**src/rtl/rcu_seq_pkg.sv**
```systemverilog
// ---------------------------------------------------------------------------
// rcu_seq_pkg
// Shared definitions for the reset-release sequencer (rcu_rst_seq) and its
// per-domain software-reset stretcher (rcu_rst_stretch).
//   seq_state_e  : sequencer states HOLD / REL / RUN
//   DEF_*        : default values of the sequencer parameters
//   dly_field()  : extract delay field k of width w from a flattened bus
// ---------------------------------------------------------------------------
package rcu_seq_pkg;

  typedef enum logic [1:0] {
    ST_HOLD = 2'd0,
    ST_REL  = 2'd1,
    ST_RUN  = 2'd2
  } seq_state_e;

  localparam int DEF_NUM_DOM     = 4;
  localparam int DEF_DLY_WIDTH   = 8;
  localparam int DEF_HOLD_CYCLES = 16;

  // The helper works on a fixed-size container so it can serve any
  // NUM_DOM/DLY_WIDTH combination up to these limits.
  localparam int DLY_BUS_MAX   = 1024;
  localparam int DLY_FIELD_MAX = 32;

  function automatic logic [DLY_FIELD_MAX-1:0] dly_field(
    input logic [DLY_BUS_MAX-1:0] bus,
    input int                     k,
    input int                     w
  );
    logic [DLY_BUS_MAX-1:0]   shifted;
    logic [DLY_FIELD_MAX-1:0] mask;
    shifted = bus >> (k * w);
    mask    = (w >= DLY_FIELD_MAX) ? '1
            : ((DLY_FIELD_MAX'(1) << w) - DLY_FIELD_MAX'(1));
    return shifted[DLY_FIELD_MAX-1:0] & mask;
  endfunction

endpackage

```
**src/rtl/rcu_rst_stretch.sv**
```systemverilog
// ---------------------------------------------------------------------------
// rcu_rst_stretch
// Stretches a one-cycle software reset request into a HOLD_CYCLES-long
// active-low reset window for one domain. A new trigger during the window
// restarts it.
// Ports:
//   i_clk        clock
//   i_srst       synchronous active-high reset
//   i_trig       one-cycle software reset request
//   i_en         trigger qualifier (sequencer is in RUN)
//   i_clr        abort: clears the window immediately
//   o_low_next   domain must be held in reset after the coming edge; the
//                parent registers this into its reset output
// ---------------------------------------------------------------------------
module rcu_rst_stretch #(
  parameter int HOLD_CYCLES = 16
) (
  input  logic i_clk,
  input  logic i_srst,
  input  logic i_trig,
  input  logic i_en,
  input  logic i_clr,
  output logic o_low_next
);

  localparam int CNT_W = $clog2(HOLD_CYCLES + 1);

  logic [CNT_W-1:0] r_cnt;
  logic [CNT_W-1:0] w_cnt_next;

  // Counter holds the number of remaining low cycles including the one
  // that starts on the coming edge.
  always_comb begin
    w_cnt_next = r_cnt;
    if (i_clr) begin
      w_cnt_next = '0;
    end else if (i_en && i_trig) begin
      w_cnt_next = CNT_W'(HOLD_CYCLES);
    end else if (r_cnt != '0) begin
      w_cnt_next = r_cnt - 1'b1;
    end
  end

  always_ff @(posedge i_clk) begin
    if (i_srst) begin
      r_cnt <= '0;
    end else begin
      r_cnt <= w_cnt_next;
    end
  end

  assign o_low_next = (w_cnt_next != '0);

endmodule

```
**src/rtl/rcu_rst_seq.sv**
```systemverilog
// ---------------------------------------------------------------------------
// rcu_rst_seq
// Reset-release sequencer. Holds all downstream reset domains in reset until
// the PLL has been locked for HOLD_CYCLES consecutive cycles, then releases
// the domains in index order with a programmable delay per stage. In RUN it
// services per-domain software reset pulses; a global request or PLL lock
// loss aborts back to HOLD.
// Ports:
//   clk_i          system clock
//   rst_i          synchronous active-high reset
//   pll_lock_i     PLL lock (already synchronised)
//   dly_i          per-stage delays, field k = dly_i[k*DLY_WIDTH +: DLY_WIDTH]
//   sw_rst_i       one-cycle software reset request per domain
//   glb_rst_req_i  global reset request
//   dom_rst_n_o    per-domain active-low reset (registered)
//   stage_o        index of the domain currently being released
//   busy_o         high outside RUN
//   done_o         high in RUN
// ---------------------------------------------------------------------------
module rcu_rst_seq
  import rcu_seq_pkg::*;
#(
  parameter int NUM_DOM     = DEF_NUM_DOM,
  parameter int DLY_WIDTH   = DEF_DLY_WIDTH,
  parameter int HOLD_CYCLES = DEF_HOLD_CYCLES
) (
  input  logic                           clk_i,
  input  logic                           rst_i,
  input  logic                           pll_lock_i,
  input  logic [NUM_DOM*DLY_WIDTH-1:0]   dly_i,
  input  logic [NUM_DOM-1:0]             sw_rst_i,
  input  logic                           glb_rst_req_i,
  output logic [NUM_DOM-1:0]             dom_rst_n_o,
  output logic [$clog2(NUM_DOM)-1:0]     stage_o,
  output logic                           busy_o,
  output logic                           done_o
);

  localparam int IDX_W  = $clog2(NUM_DOM);
  localparam int HCNT_W = $clog2(HOLD_CYCLES + 1);

  seq_state_e           r_state;
  seq_state_e           w_state_next;
  logic [HCNT_W-1:0]    r_hold_cnt;
  logic [HCNT_W-1:0]    w_hold_cnt_next;
  logic [IDX_W-1:0]     r_idx;
  logic [IDX_W-1:0]     w_idx_next;
  logic [DLY_WIDTH-1:0] r_dly_cnt;
  logic [DLY_WIDTH-1:0] w_dly_cnt_next;
  logic [NUM_DOM-1:0]   r_rel;
  logic [NUM_DOM-1:0]   w_rel_next;
  logic [NUM_DOM-1:0]   r_dom_rst_n;
  logic [NUM_DOM-1:0]   w_dom_rst_n_next;
  logic [NUM_DOM-1:0]   w_sw_low_next;
  logic                 r_busy;
  logic                 r_done;
  logic                 w_abort;
  logic                 w_run;
  logic [DLY_BUS_MAX-1:0] w_dly_bus;

  assign w_dly_bus = DLY_BUS_MAX'(dly_i);
  assign w_run     = (r_state == ST_RUN);
  // Lock loss only matters once sequencing has started; in HOLD it just
  // clears the lock streak.
  assign w_abort   = glb_rst_req_i | (~pll_lock_i & (r_state != ST_HOLD));

  always_comb begin
    w_state_next    = r_state;
    w_hold_cnt_next = r_hold_cnt;
    w_idx_next      = r_idx;
    w_dly_cnt_next  = r_dly_cnt;
    w_rel_next      = r_rel;
    if (w_abort) begin
      w_state_next    = ST_HOLD;
      w_hold_cnt_next = '0;
      w_idx_next      = '0;
      w_dly_cnt_next  = '0;
      w_rel_next      = '0;
    end else begin
      case (r_state)
        ST_HOLD: begin
          if (pll_lock_i) begin
            if (r_hold_cnt == HCNT_W'(HOLD_CYCLES - 1)) begin
              w_state_next    = ST_REL;
              w_hold_cnt_next = '0;
              w_idx_next      = '0;
              w_dly_cnt_next  = DLY_WIDTH'(dly_field(w_dly_bus, 0, DLY_WIDTH));
            end else begin
              w_hold_cnt_next = r_hold_cnt + 1'b1;
            end
          end else begin
            w_hold_cnt_next = '0;
          end
        end
        ST_REL: begin
          if (r_dly_cnt != '0) begin
            w_dly_cnt_next = r_dly_cnt - 1'b1;
          end else begin
            w_rel_next[r_idx] = 1'b1;
            if (r_idx == IDX_W'(NUM_DOM - 1)) begin
              w_state_next = ST_RUN;
            end else begin
              // Next stage's delay is captured only here, on stage entry.
              w_idx_next     = r_idx + 1'b1;
              w_dly_cnt_next = DLY_WIDTH'(dly_field(w_dly_bus, int'(r_idx) + 1, DLY_WIDTH));
            end
          end
        end
        ST_RUN: begin
        end
        default: begin
          w_state_next = ST_HOLD;
        end
      endcase
    end
  end

  genvar gi;
  generate
    for (gi = 0; gi < NUM_DOM; gi++) begin : g_dom
      rcu_rst_stretch #(
        .HOLD_CYCLES (HOLD_CYCLES)
      ) u_stretch (
        .i_clk      (clk_i),
        .i_srst     (rst_i),
        .i_trig     (sw_rst_i[gi]),
        .i_en       (w_run),
        .i_clr      (w_abort),
        .o_low_next (w_sw_low_next[gi])
      );
      assign w_dom_rst_n_next[gi] = w_rel_next[gi] & ~w_sw_low_next[gi];
    end
  endgenerate

  always_ff @(posedge clk_i) begin
    if (rst_i) begin
      r_state     <= ST_HOLD;
      r_hold_cnt  <= '0;
      r_idx       <= '0;
      r_dly_cnt   <= '0;
      r_rel       <= '0;
      r_dom_rst_n <= '0;
      r_busy      <= 1'b1;
      r_done      <= 1'b0;
    end else begin
      r_state     <= w_state_next;
      r_hold_cnt  <= w_hold_cnt_next;
      r_idx       <= w_idx_next;
      r_dly_cnt   <= w_dly_cnt_next;
      r_rel       <= w_rel_next;
      r_dom_rst_n <= w_dom_rst_n_next;
      r_busy      <= (w_state_next != ST_RUN);
      r_done      <= (w_state_next == ST_RUN);
    end
  end

  assign dom_rst_n_o = r_dom_rst_n;
  assign stage_o     = r_idx;
  assign busy_o      = r_busy;
  assign done_o      = r_done;

endmodule
```
**config.mk**
```make
export PLATFORM = sky130hd
export DESIGN_NAME = rcu_rst_seq
export DESIGN_NICKNAME = d
export VERILOG_FILES = /design/src/rtl/rcu_seq_pkg.sv /design/src/rtl/rcu_rst_stretch.sv /design/src/rtl/rcu_rst_seq.sv
export SDC_FILE = /design/constraint.sdc
export NUM_CORES = 1
export LEC_CHECK = 0
export BUFFER_PORTS_ARGS = -buffer_cell sky130_fd_sc_hd__buf_2
export CORE_ASPECT_RATIO = 0.5
export CORE_MARGIN = 2
export CORE_UTILIZATION = 30
export CTS_BUF_LIST = sky130_fd_sc_hd__clkbuf_8
export CTS_CLUSTER_DIAMETER = 40
export DETAILED_ROUTE_END_ITERATION = 10
export PLACE_DENSITY_LB_ADDON = 0.15
export REMOVE_ABC_BUFFERS = 1
export SETUP_SLACK_MARGIN = 0.1
export SLEW_MARGIN = 20
export SYNTH_ARGS = -nofsm -noshare
export SYNTH_HDL_FRONTEND = slang
export SYNTH_SLANG_ARGS = --single-unit
```
**constraint.sdc**
```tcl
create_clock -name clk_i -period 3.49 [get_ports clk_i]
set_input_delay 0.8725 -clock clk_i [delete_from_list [all_inputs] [get_ports clk_i]]
set_output_delay 0.8725 -clock clk_i [all_outputs]
set_load 0.05 [all_outputs]
```
==> flow_metrics.env, run 1 <==
export IMPL_max_freq_mhz=426.0
export IMPL_place_congestion=0.8582
export IMPL_nets=402
export IMPL_slew_headroom_pct=50.10
export IMPL_cts_buffers=5
export IMPL_first_pass_iters=5
export IMPL_post_route_drc_count=0
export IMPL_cap_violations=0
export IMPL_grt_pass1_wl_mm=10.76
export IMPL_die_w_microns=135.1
export IMPL_min_period_ps=2348
export IMPL_dieArea_sq_um=9389
export IMPL_r2r_start="r_dly_cnt[2]"
export IMPL_switching_share_pct=38.65
export IMPL_grt_max_degree=17
export IMPL_cts_tree="done"
export IMPL_seq_area_sq_um=940.9
export IMPL_switchingPower_mw=0.7138
export IMPL_p_int_mw=1.133
export IMPL_setup_tns_ps=0
export IMPL_core_area_sq_um=8173
export IMPL_worstPathMaxFanout=16
export IMPL_finClkSkew_ps=7.015
export IMPL_p_seq_share_pct=37.5
export IMPL_grt_pass1_vias=2223
export IMPL_vdd_ir_drop_max_uv=208.8
export IMPL_endpoint="r_dly_cnt[7]"
export IMPL_vias_per_cell=5.024
export IMPL_setup_viol=0
export IMPL_area_growth_pct=16.51
export IMPL_crit_path_start="r_dly_cnt[2]"
export IMPL_post_synth_cell_area_avg_sq_um=8.337
export IMPL_reg2reg_depth=5
export IMPL_netlist_area_sq_um=2576
export IMPL_cts_sinks=47
export IMPL_setup_ws_ps=1142
export IMPL_p_per_area_nw_per_um2=615.3
export IMPL_htree_levels=2
export IMPL_clockBufferDepth=2
export IMPL_drive_gt1_share_pct=21.59
export IMPL_cts_resized=0
export IMPL_ys_seq_elements=47
export IMPL_worstMarginPinSlew_ps=741.6
export IMPL_yosysWarnings=0
export IMPL_comb_power_share_pct=44.4
export IMPL_synth_distinct_cells=46
export IMPL_place_ws_ps=921.6
export IMPL_wirelength_mm=6.430
export IMPL_antenna_left=0
export IMPL_worst_ep_required_time_ps=3690
export IMPL_clock_latency_ps=300
export IMPL_synth_top_area_share_pct=36.52
export IMPL_dp_hpwl_mm=4.993
export IMPL_drt_initial_drc_count=161
export IMPL_end_kind="flop"
export IMPL_cts_root_buf="clkbuf_8"
export IMPL_ys_seq_area_share_pct=36.52
export IMPL_clk_pin_slew_worst_paths_ps=90
export IMPL_status="complete, no violations"
export IMPL_cts_hold_buf=0
export IMPL_worstSetupStartpointType="flop"
export IMPL_yosysTopAreaCell="dfxtp_1"
export IMPL_yosys_top_cells_area="dfxtp_1 (37%), nor2_1 (5.4%), ha_1 (5.3%)"
export IMPL_fp_row_count=23
export IMPL_synthCells=309
export IMPL_portBuffers=47
export IMPL_wire_per_inst_microns=13.86
export IMPL_gr_total_overflow=0
export IMPL_critPathKind="reg -> reg"
export IMPL_min_period_over_period_pct=67.27
export IMPL_rsz0062_at_grt="false"
export IMPL_multi_input_area_sq_um=1519
export IMPL_post_cts_buffers=0
export IMPL_drv_slew=0
export IMPL_fill_cells=858
export IMPL_num_vias=2331
export IMPL_grt_use_total_pct=14.10
export IMPL_finalHoldViolations=0
export IMPL_start_util_pct=31.52
export IMPL_clkPwrFrac_pct=18.1
export IMPL_fp_dieH_microns=69.53
export IMPL_antenna_found_initial=0
export IMPL_antennaDiodeCount=0
export IMPL_min_path_type="reg -> reg"
export IMPL_p_leak_nw=1.224
export IMPL_arrival_ps=2550
export IMPL_regToRegSetupSlack_ps=1140
export IMPL_r2r_end="r_dly_cnt[7]"
export IMPL_ioPinCount=48
## synthesized netlist by cell type (all sizes together)
| library cell | number |
|---|---|
| dfxtp | 47 |
| nor2 | 37 |
| a21oi | 19 |
| inv | 19 |
| nor3 | 19 |
| nand2 | 17 |
| o21ai | 15 |
| clkbuf | 12 |
| ha | 11 |
| xnor2 | 10 |
| nand3 | 9 |
| a22oi | 7 |
| a211oi | 6 |
| and3 | 6 |
| nand2b | 6 |
| nor2b | 6 |
| mux2 | 5 |
| or2 | 5 |
| xor2 | 5 |
| a31oi | 4 |
| nor4 | 4 |
| a32o | 3 |
| mux2i | 3 |
| nand4b | 3 |
| nor4b | 3 |
| a2111oi | 2 |
| a21o | 2 |
| a221o | 2 |
| nand3b | 2 |
| nor3b | 2 |
| o211a | 2 |
| o22ai | 2 |
| o311a | 2 |
| or3b | 2 |
| a211o | 1 |
| a21boi | 1 |
| a221oi | 1 |
| a311oi | 1 |
| and2 | 1 |
| buf | 1 |
| o2111a | 1 |
| o2111ai | 1 |
| o211ai | 1 |
| or4 | 1 |
## cells in the final DEF, fill, tap and decap left out, types with 3 or more instances in the layout
cell and instances:
dfxtp_1 47, buf_2 47, nor2_1 37, inv_1 19, a21oi_1 19, nor3_1 18
nand2_1 17, o21ai_0 14, ha_1 11, xnor2_1 10, nand3_1 9, a22oi_1 7
and3_1 6, nand2b_1 6, nor2b_1 6, a211oi_1 6, or2_2 5, xor2_1 5
mux2_2 5, clkbuf_8 5, a31oi_1 4, nand4b_1 3, nor4b_2 3, nor4_1 3
mux2i_1 3, a32o_1 3
## area by class of cell
cell class	count	area share, %
multi-input combinational	230	50.60
inverter	19	2.376
sequential	47	31.35
timing repair buffer	48	8.087
clock buffer	5	2.293
clock inverter	3	0.6253
tap	112	4.669
## state kept, by name, indices dropped and copies added (netlist names)
signal                 cells
r_rel                      4
done_o                     1
r_dly_cnt                  8
dom_rst_n_o                4
r_hold_cnt                 5
r_state                    2
busy_o                     1
stage_o                    2
g_dom.u_stretch.r_cnt     20
## per-layer routing
layer  up-vias  GRT usage, %  wire length (microns)
met5         -             0                      0
met4         0         3.819                     49
li1       1189             -                      -
met1      1064         19.72                   3186
met3         5         2.632                    447
met2        73         22.28                   2746
## power by group through the flow
stage | Combinational (mW) | Sequential [mW] | Clock [mW]
floorplan | 0.674 | 0.687 | 0
global placement | 0.798 | 0.700 | 0
detailed placement | 0.812 | 0.704 | 0
CTS | 0.820 | 0.692 | 0.349
global route | 0.936 | 0.708 | 0.374
finish | 0.821 | 0.692 | 0.334
## worst min-delay path by stage
stage                  startpoint             to  slack, ps  cells past startpoint
floorplan                r_rel[0]       r_rel[0]        420                      2
global placement         r_rel[0]       r_rel[0]        460                      2
detailed placement  r_hold_cnt[4]  r_hold_cnt[4]        460                      1
CTS                 r_hold_cnt[4]  r_hold_cnt[4]        470                      1
global route        r_hold_cnt[4]  r_hold_cnt[4]        500                      1
finish              r_hold_cnt[4]  r_hold_cnt[4]        470                      1
## cell families after synthesis
| logic type | Yosys count | synth area share [%] |
|---|---|---|
| compound gates | 73 | 19.14 |
| mux | 8 | 3.351 |
| xor+xnor | 15 | 5.099 |
| fa+ha+maj | 11 | 5.342 |
| simple gates | 123 | 25.84 |
| flops | 47 | 36.52 |
| buf+inv | 32 | 4.711 |
## per-stage QoR
stage | area (sq um) | util, % | hold WS (ps) | total power [mW] | instances
detailed placement | 2909 | 35.59 | 459.1 | 1.515 | 456
global route | 3002 | 36.73 | 501.1 | 2.017 | 464
CTS | 2997 | 36.67 | 471.3 | 1.860 | 464
global placement | 2909 | 35.59 | 455.7 | 1.498 | 456
finish | 3002 | 36.73 | 469.4 | 1.847 | 464
floorplan | 2526 | - | 424.0 | 1.361 | 296
## worst max-delay path: stages (launching register included)
cell and delay [ps]:
dfxtp_1 390, or4_4 590, nor4_4 550, a21boi_2 270
and2_4 230, a32o_1 200
(Power assumes the default switching activity.)
==> run 2: changes to the inputs <==
==> constraint.sdc (replaced) <==
create_clock -name clk_i -period 2.2 [get_ports clk_i]
set_input_delay 0.55 -clock clk_i [delete_from_list [all_inputs] [get_ports clk_i]]
set_output_delay 0.55 -clock clk_i [all_outputs]
set_load 0.05 [all_outputs]
==> run 2 against run 1 <==
Against the previous run: flip-flop and latch count is the same; core utilization grew 1.8 points; largest power group unchanged; sequential power grew 59%; critical endpoint is now dom_rst_n_o[2]; count of clock-buffer cells in the layout is the same; first-iteration DRC count shrank 40%; routed wire length grew 1.1%; register-to-register slack lost 980 ps; cell count grew 3.2%; worst hold slack gained 1.1 ps; highest routed layer unchanged.
==> flow_metrics.env, run 2 (synthesis results as in run 1) <==
export IMPL_finalHoldViolations=0
export IMPL_p_per_area_nw_per_um2=949.8
export IMPL_dieArea_sq_um=9389
export IMPL_cts_tree="done"
export IMPL_fill_cells=839
export IMPL_fin_area_sq_um=3148
export IMPL_switchingPower_mw=1.150
export IMPL_start_util_pct=31.52
export IMPL_first_pass_iters=4
export IMPL_place_ws_ps=-20.82
export IMPL_seq_area_sq_um=942.2
export IMPL_ioPinCount=48
export IMPL_vdd_ir_drop_max_uv=311.2
export IMPL_min_path_type="reg -> reg"
export IMPL_worstSetupStartpointType="flop"
export IMPL_min_period_ps=2033
export IMPL_final_common_cell="buf_2"
export IMPL_fp_dieH_microns=69.53
export IMPL_cts_buffers=5
export IMPL_grt_pass1_wl_mm=10.81
export IMPL_clk_pin_slew_worst_paths_ps=90
export IMPL_grt_pass1_vias=2283
export IMPL_vias_per_cell=4.962
export IMPL_rsz0062_at_grt="false"
export IMPL_top_regs="g_dom.u_stretch.r_cnt x20, r_dly_cnt x8, r_hold_cnt x5"
export IMPL_placed_area_sq_um=2984
export IMPL_antennaDiodeCount=0
export IMPL_grt_use_total_pct=13.93
export IMPL_setup_tns_ps=0
export IMPL_nets=417
export IMPL_max_freq_mhz=491.9
export IMPL_critPathKind="reg -> reg"
export IMPL_switching_share_pct=38.48
export IMPL_multi_input_area_sq_um=1546
export IMPL_worstPathMaxFanout=7
export IMPL_end_kind="flop"
export IMPL_p_seq_share_pct=36.8
export IMPL_slew_headroom_pct=46.42
export IMPL_fin_hold_ws_ps=470.5
export IMPL_wirelength_mm=6.500
export IMPL_fp_row_count=23
export IMPL_htree_levels=2
export IMPL_area_growth_pct=22.20
export IMPL_antenna_found_initial=0
export IMPL_final_cell_mix="buf_2 (47), dfxtp_1 (46), nor2_1 (37)"
export IMPL_wire_per_inst_microns=13.57
export IMPL_arrival_ps=2250
export IMPL_clkPwrFrac_pct=17.9
export IMPL_cap_violations=0
export IMPL_setup_viol=0
export IMPL_cts_hold_buf=0
export IMPL_largest_reg_flops=20
export IMPL_drt_initial_drc_count=96
export IMPL_num_vias=2377
export IMPL_finClkSkew_ps=3.995
export IMPL_portBuffers=47
export IMPL_grt_max_degree=17
export IMPL_place_congestion=0.8272
export IMPL_clock_latency_ps=300
export IMPL_worst_ep_required_time_ps=2420
export IMPL_top_register="g_dom.u_stretch.r_cnt"
export IMPL_p_leak_nw=1.294
export IMPL_clockBufferDepth=2
export IMPL_core_area_sq_um=8173
export IMPL_dp_hpwl_mm=4.987
export IMPL_cts_sinks=47
export IMPL_setup_ws_ps=166.9
export IMPL_gr_total_overflow=0
export IMPL_worstMarginPinSlew_ps=798.4
export IMPL_fin_util_pct=38.52
export IMPL_drv_slew=0
export IMPL_p_int_mw=1.840
export IMPL_antenna_left=0
export IMPL_post_route_drc_count=0
export IMPL_drive_gt1_share_pct=25.34
export IMPL_die_w_microns=135.1
export IMPL_min_period_over_period_pct=92.42
export IMPL_comb_power_share_pct=45.3
export IMPL_status="complete, no violations"
export IMPL_cts_root_buf="clkbuf_8"
[run 2: changes by cell type in the layout (fill, tap and decap cells not counted), sizes merged]
cell and change:
clkinv -2, buf +15, clkinvlp +2
[run 2: stage by stage]
stage                     std cells  power (mW)
after floorplan                 296       2.159
after global placement          466       2.374
after detailed placement        466       2.402
after CTS                       474       2.973
after global routing            479       3.249
final                           479       2.990
[run 2: routing by layer]
| layer | GRT usage, % | routed length, microns | vias up |
|---|---|---|---|
| met2 | 22.45 | 2801 | 65 |
| met5 | 0 | 0 | - |
| li1 | - | - | 1217 |
| met1 | 19.31 | 3262 | 1089 |
| met3 | 2.778 | 382 | 6 |
| met4 | 3.009 | 53 | 0 |
[run 2: worst paths after layout]
check / from / end / slack (ps) / cells after the start
hold reg to reg: r_hold_cnt[4] / r_hold_cnt[4] / 470 / 1
hold / removal: r_hold_cnt[4] / r_hold_cnt[4] / 470 / 1
setup / recovery: g_dom[2].u_stretch.r_cnt[0] / dom_rst_n_o[2] / 170 / 6
setup reg to reg: g_dom[2].u_stretch.r_cnt[0] / dom_rst_n_o[2] / 170 / 6
[run 2: cell type report]
class                      count  share of cell area, %
sequential                    47                  29.93
tap                          112                  4.451
inverter                      19                  2.266
multi-input combinational    230                  49.13
clock inverter                 3                 0.7552
timing repair buffer          63                  11.29
clock buffer                   5                  2.186
[run 2: power by group through the flow]
| stage | combinational [mW] | clock [mW] | sequential [mW] |
|---|---|---|---|
| floorplan | 1.07 | 0 | 1.09 |
| global placement | 1.26 | 0 | 1.11 |
| detailed placement | 1.29 | 0 | 1.12 |
| CTS | 1.32 | 0.559 | 1.10 |
| global route | 1.53 | 0.594 | 1.13 |
| finish | 1.36 | 0.534 | 1.10 |
[run 2: worst max-delay path: stages, from the launching register on]
cell and delay, ps:
dfxtp_1 360, inv_1 70, ha_1 180, or3b_2 480, or2_4 280, o311a_1 310
nor4b_2 260
[run 2: what timing repair did]
action,in CTS,in global routing
endpoints found under the setup margin,4,11
buffers inserted,0,5
pin swaps,0,1
gates resized for setup,3,5
